===== src/rtl/mux_sel_arbiter.sv =====
// Round-robin select generator driving a 4:1 mux select with bounded grants.
// Optional RR_LOCK_EN adds a lock input that holds the current grant.
module mux_sel_arbiter #(
  parameter int HOLD_CYCLES = 4,
  parameter int CNT_W       = 4
) (
  input  logic       clk,
  input  logic       rst,
  input  logic [3:0] req,
`ifdef RR_LOCK_EN
  input  logic       lock,
`endif
  output logic [1:0] S,
  output logic [3:0] gnt,
  output logic       busy
);

  typedef enum logic {IDLE, GRANT} state_t;

  state_t           state, state_n;
  logic [1:0]       ptr, ptr_n, s_n;
  logic [3:0]       gnt_n;
  logic [CNT_W-1:0] cnt, cnt_n;
  logic             found, take, locked;
  logic [1:0]       win, idx;

`ifdef RR_LOCK_EN
  assign locked = lock & req[S];
`else
  assign locked = 1'b0;
`endif

  // ptr itself is visited last so a sole requester is re-granted
  always_comb begin
    found = 1'b0;
    win   = ptr;
    idx   = '0;
    for (int i = 1; i <= 4; i++) begin
      idx = ptr + 2'(i);
      if (!found && req[idx]) begin
        found = 1'b1;
        win   = idx;
      end
    end
  end

  always_comb begin
    state_n = state;
    ptr_n   = ptr;
    s_n     = S;
    gnt_n   = gnt;
    cnt_n   = cnt;
    take    = 1'b0;
    unique case (state)
      IDLE: take = found;
      GRANT: begin
        if (!req[S] || (cnt == '0 && !locked)) begin
          take = found;
          if (!found) begin
            state_n = IDLE;
            gnt_n   = '0;
            cnt_n   = '0;
          end
        end else if (!locked) begin
          cnt_n = cnt - CNT_W'(1);
        end
      end
    endcase
    if (take) begin
      state_n = GRANT;
      gnt_n   = 4'b0001 << win;
      s_n     = win;
      ptr_n   = win;
      cnt_n   = CNT_W'(HOLD_CYCLES - 1);
    end
  end

  always_ff @(posedge clk or posedge rst) begin
    if (rst) begin
      state <= IDLE;
      ptr   <= 2'b11;
      S     <= 2'b00;
      gnt   <= '0;
      cnt   <= '0;
      busy  <= 1'b0;
    end else begin
      state <= state_n;
      ptr   <= ptr_n;
      S     <= s_n;
      gnt   <= gnt_n;
      cnt   <= cnt_n;
      busy  <= |gnt_n;
    end
  end

endmodule


===== config.mk =====
export PLATFORM = sky130hd
export DESIGN_NAME = mux_sel_arbiter
export DESIGN_NICKNAME = d
export VERILOG_FILES = /design/src/rtl/mux_sel_arbiter.sv
export SDC_FILE = /design/constraint.sdc
export NUM_CORES = 1
export LEC_CHECK = 0
export BUFFER_PORTS_ARGS = -buffer_cell sky130_fd_sc_hd__buf_2
export CAP_MARGIN = 10
export CORE_MARGIN = 5
export CORE_UTILIZATION = 50
export DETAILED_ROUTE_END_ITERATION = 16
export PLACE_DENSITY = 0.73
export SLEW_MARGIN = 40
export SYNTH_ARGS = -nofsm -noshare
export SYNTH_HDL_FRONTEND = slang
export SYNTH_SLANG_ARGS = --single-unit

===== constraint.sdc =====
create_clock -name clk -period 2.8 [get_ports clk]
set_input_delay 0.14 -clock clk [delete_from_list [all_inputs] [get_ports clk]]
set_output_delay 0.14 -clock clk [all_outputs]
set_load 0.01 [all_outputs]

==> impl_metrics.tcl <==
set metrics [dict create \
    synthFlopType "dfrtp_1" \
    synth_enable_flop_cells 0 \
    ys_seq_area_frac 0.485 \
    clk_pin_slew_ns 0.08 \
    syn_area_sq_um 728 \
    fmax_ghz 0.469 \
    ys_seq_elements 14 \
    timing.final.ws_setup_ns 0.669 \
    die_area_sq_um 2320 \
    crit_arrival_ns 2.35 \
    drv_slew 0 \
    synth_top_area_share 0.412 \
    required_ns 3.02 \
    fillers 112 \
    setup_viol 0 \
    htreeDepth 1 \
    start_util 0.546 \
    startpoint_type "flip-flop" \
    antenna_found_initial 0 \
    rr_startpoint "cnt[0]" \
    area_growth_pct 16.0 \
    cts-root-buf "clkbuf_4" \
    drcViolationCount 0 \
    grt_pass1_vias 562 \
    path_max_fanout 12 \
    fin_nets 96 \
    ant_nets 0 \
    worst_pin_slew_ns 0.545 \
    grt_max_degree 15 \
    synthCells 72 \
    wl_per_cell_microns 14.1 \
    cp_cell_sequence "inv_1 > ha_1 > or3b_2 > a31o_1 > nor4_4 > a22o_1" \
    finalCritPeriodShare 0.761 \
    r2r_cells 6 \
    dp_slack_ns 0.679 \
    die_y_microns 48.2 \
    wl_microns 1430 \
    power_frac_comb 0.451 \
    track_usage 0.145 \
    clkPwrFrac 0.152 \
    hold_start "req[0]" \
    final.setup.tns_ns 0 \
    die_w_microns 48.2 \
    layout-drive-gt1-share 0.241 \
    synth_top_cells_by_count "12 x dfrtp_1, 7 x nand2_1, 6 x inv_1" \
    regToRegSetupSlack_ns 0.67 \
    max-slew-margin-rel 0.633 \
    clk_latency_ns 0.27 \
    syn-num-nets 80 \
    hold_viol 0 \
    numCtsBuffers 3 \
    port_buffers 12 \
    dr.pass1.iters 4 \
    rows 13 \
    n_antenna_cell 0 \
    cts_resized 0 \
    viasPerCell 6.04 \
    cts_tree "built" \
    outcome "completed" \
    avgSynthCellArea_sq_um 10.1 \
    powerDensity_nw_per_um2 1120 \
    yosys.cell_count.top_type "dfrtp_1" \
    synth_area_leader_cell "dfrtp_1" \
    fin_worst_skew_ns 0.000712 \
    hold_end "state" \
    power_frac_seq 0.397 \
    cts_setup_buffers 0 \
    ios 13 \
    leakagePower_nw 0.393 \
    r2r_end "gnt[2]" \
    rsz0062_at_grt "false" \
    cts_buffer_depth 2 \
    crit_type "reg2reg" \
    grt_pass1_wl_microns 2340 \
    cp-end-kind "flip-flop" \
    fin_crit_ns 2.13 \
    fin_util 0.633 \
    p_int_uw 565 \
    ys_top_cells_by_area "dfrtp_1 41%, dfstp_2 7.2%, nand2_1 3.6%" \
    synth_cell_type_count 31 \
    dp_hpwl_microns 1110 \
    synth_warnings 0 \
    core_sq_um 1330 \
    num_vias 616 \
    async_flop_share 1.00 \
    hold_ws_ns 0.164 \
    crit_slowest_cell "or3b_2" \
    cap_violations 0 \
    min_path_type "in2reg" \
    gp_congestion 0.917 \
    first_iter_violations 12 \
    worst_path_largest_cell_delay_ns 0.47 \
    p_switching_uw 378 \
    max-vdd-ir-drop_mv 0.590 \
    grt_overflow_total 0 \
    clock_sinks 14 \
    swShare 0.401 \
    hold_buffers 1 \
    whs_path_depth 3 \
]
-- power groups by stage --
stage / combinational, mW / clock (mW) / sequential (mW)
finish: 0.426 / 0.144 / 0.374
global route: 0.479 / 0.157 / 0.386
CTS: 0.427 / 0.147 / 0.374
detailed placement: 0.423 / 0 / 0.379
global placement: 0.416 / 0 / 0.376
floorplan: 0.316 / 0 / 0.370
-- layer usage --
| layer | share of wire | wire, microns | track usage | vias to the layer above |
|---|---|---|---|---|
| met1 | 0.47 | 670 | 0.200 | 291 |
| met4 | 0.022 | 31 | 0.0645 | 0 |
| met3 | 0.066 | 95 | 0.0369 | 6 |
| met5 | 0 | 0 | 0 | - |
| met2 | 0.44 | 636 | 0.214 | 21 |
| li1 | - | - | - | 298 |
-- worst max path at each step --
stage	to	startpoint	cells past startpoint	slack [ns]
final	gnt[2]	cnt[0]	6	0.67
after global routing	gnt[2]	cnt[0]	6	0.53
after CTS	gnt[2]	cnt[0]	6	0.65
after detailed placement	gnt[2]	cnt[0]	6	0.68
after global placement	gnt[0]	cnt[1]	6	0.77
after floorplan	gnt[0]	cnt[0]	6	0.94
-- registers in the layout, summed over array words and instances (netlist names) --
| register | cells |
|---|---|
| gnt | 4 |
| cnt | 4 |
| ptr | 2 |
| S | 2 |
| busy | 1 |
| state | 1 |
-- metrics by stage --
step / power (mW) / std cells / cell area [sq um]
3_5_place_dp: 0.802 / 97 / 798
2_1_floorplan: 0.687 / 72 / 728
4_1_cts: 0.948 / 102 / 845
5_1_grt: 1.02 / 102 / 845
3_3_place_gp: 0.793 / 97 / 798
6_report: 0.944 / 102 / 845
-- worst max-delay path: cells and delay by family (launching register included) --
family                     cells  cell delay [ns]
and+or+nand+nor                2             0.86
AOI/OAI and AO/OA              2             0.57
DFF                            1             0.41
adders and majority gates      1             0.14
buffers and inverters          1             0.09
-- placed cells by master (no fill, tap or decap) --
master | Yosys | final
o221ai_1 | 1 | 1
xnor2_1 | 1 | 1
nor3_1 | 2 | 2
buf_2 | 1 | 12
clkbuf_8 | 0 | 1
dfstp_2 | 2 | 2
dfrtp_1 | 12 | 12
and3_1 | 1 | 1
nand2b_1 | 3 | 3
o31a_1 | 1 | 1
inv_1 | 6 | 6
nor4_4 | 1 | 1
o211ai_1 | 1 | 1
nand2_1 | 7 | 7
o21ai_1 | 2 | 2
clkbuf_4 | 0 | 3
a31oi_1 | 1 | 1
nand3b_1 | 1 | 1
mux2i_1 | 1 | 1
a21o_1 | 1 | 1
a31o_1 | 1 | 1
o31ai_1 | 3 | 3
nor4_1 | 2 | 2
or3b_2 | 1 | 1
a22o_1 | 2 | 2
nor3b_1 | 1 | 1
o21ai_0 | 5 | 5
dlygate4sd3_1 | 0 | 1
ha_1 | 2 | 2
a21oi_1 | 4 | 4
nand3_1 | 1 | 1
nor2_1 | 3 | 3
mux4_2 | 1 | 1
-- kinds of logic (layout without fill, tap and decap cells) --
| group | Yosys count | in the layout | synth area share |
|---|---|---|---|
| DFF | 14 | 14 | 0.485 |
| xor gates and xnor gates | 1 | 1 | 0.0120 |
| and+or+nand+nor | 23 | 23 | 0.186 |
| adders and majority gates | 2 | 2 | 0.0344 |
| muxes | 2 | 2 | 0.0447 |
| buffers and inverters | 8 | 23 | 0.0429 |
| AOI/OAI and AO/OA | 22 | 22 | 0.196 |
-- layout make-up --
| type | count | area, sq um | area share |
|---|---|---|---|
| clock buffers | 4 | 36.3 | 0.0430 |
| multi-input cells | 50 | 344 | 0.407 |
| inverters | 6 | 22.5 | 0.0267 |
| well taps | 15 | 18.8 | 0.0222 |
| repair buffers | 13 | 70.1 | 0.0830 |
| flip-flops and latches | 14 | 353 | 0.418 |
No activity file was read; power rests on OpenSTA's default activity.
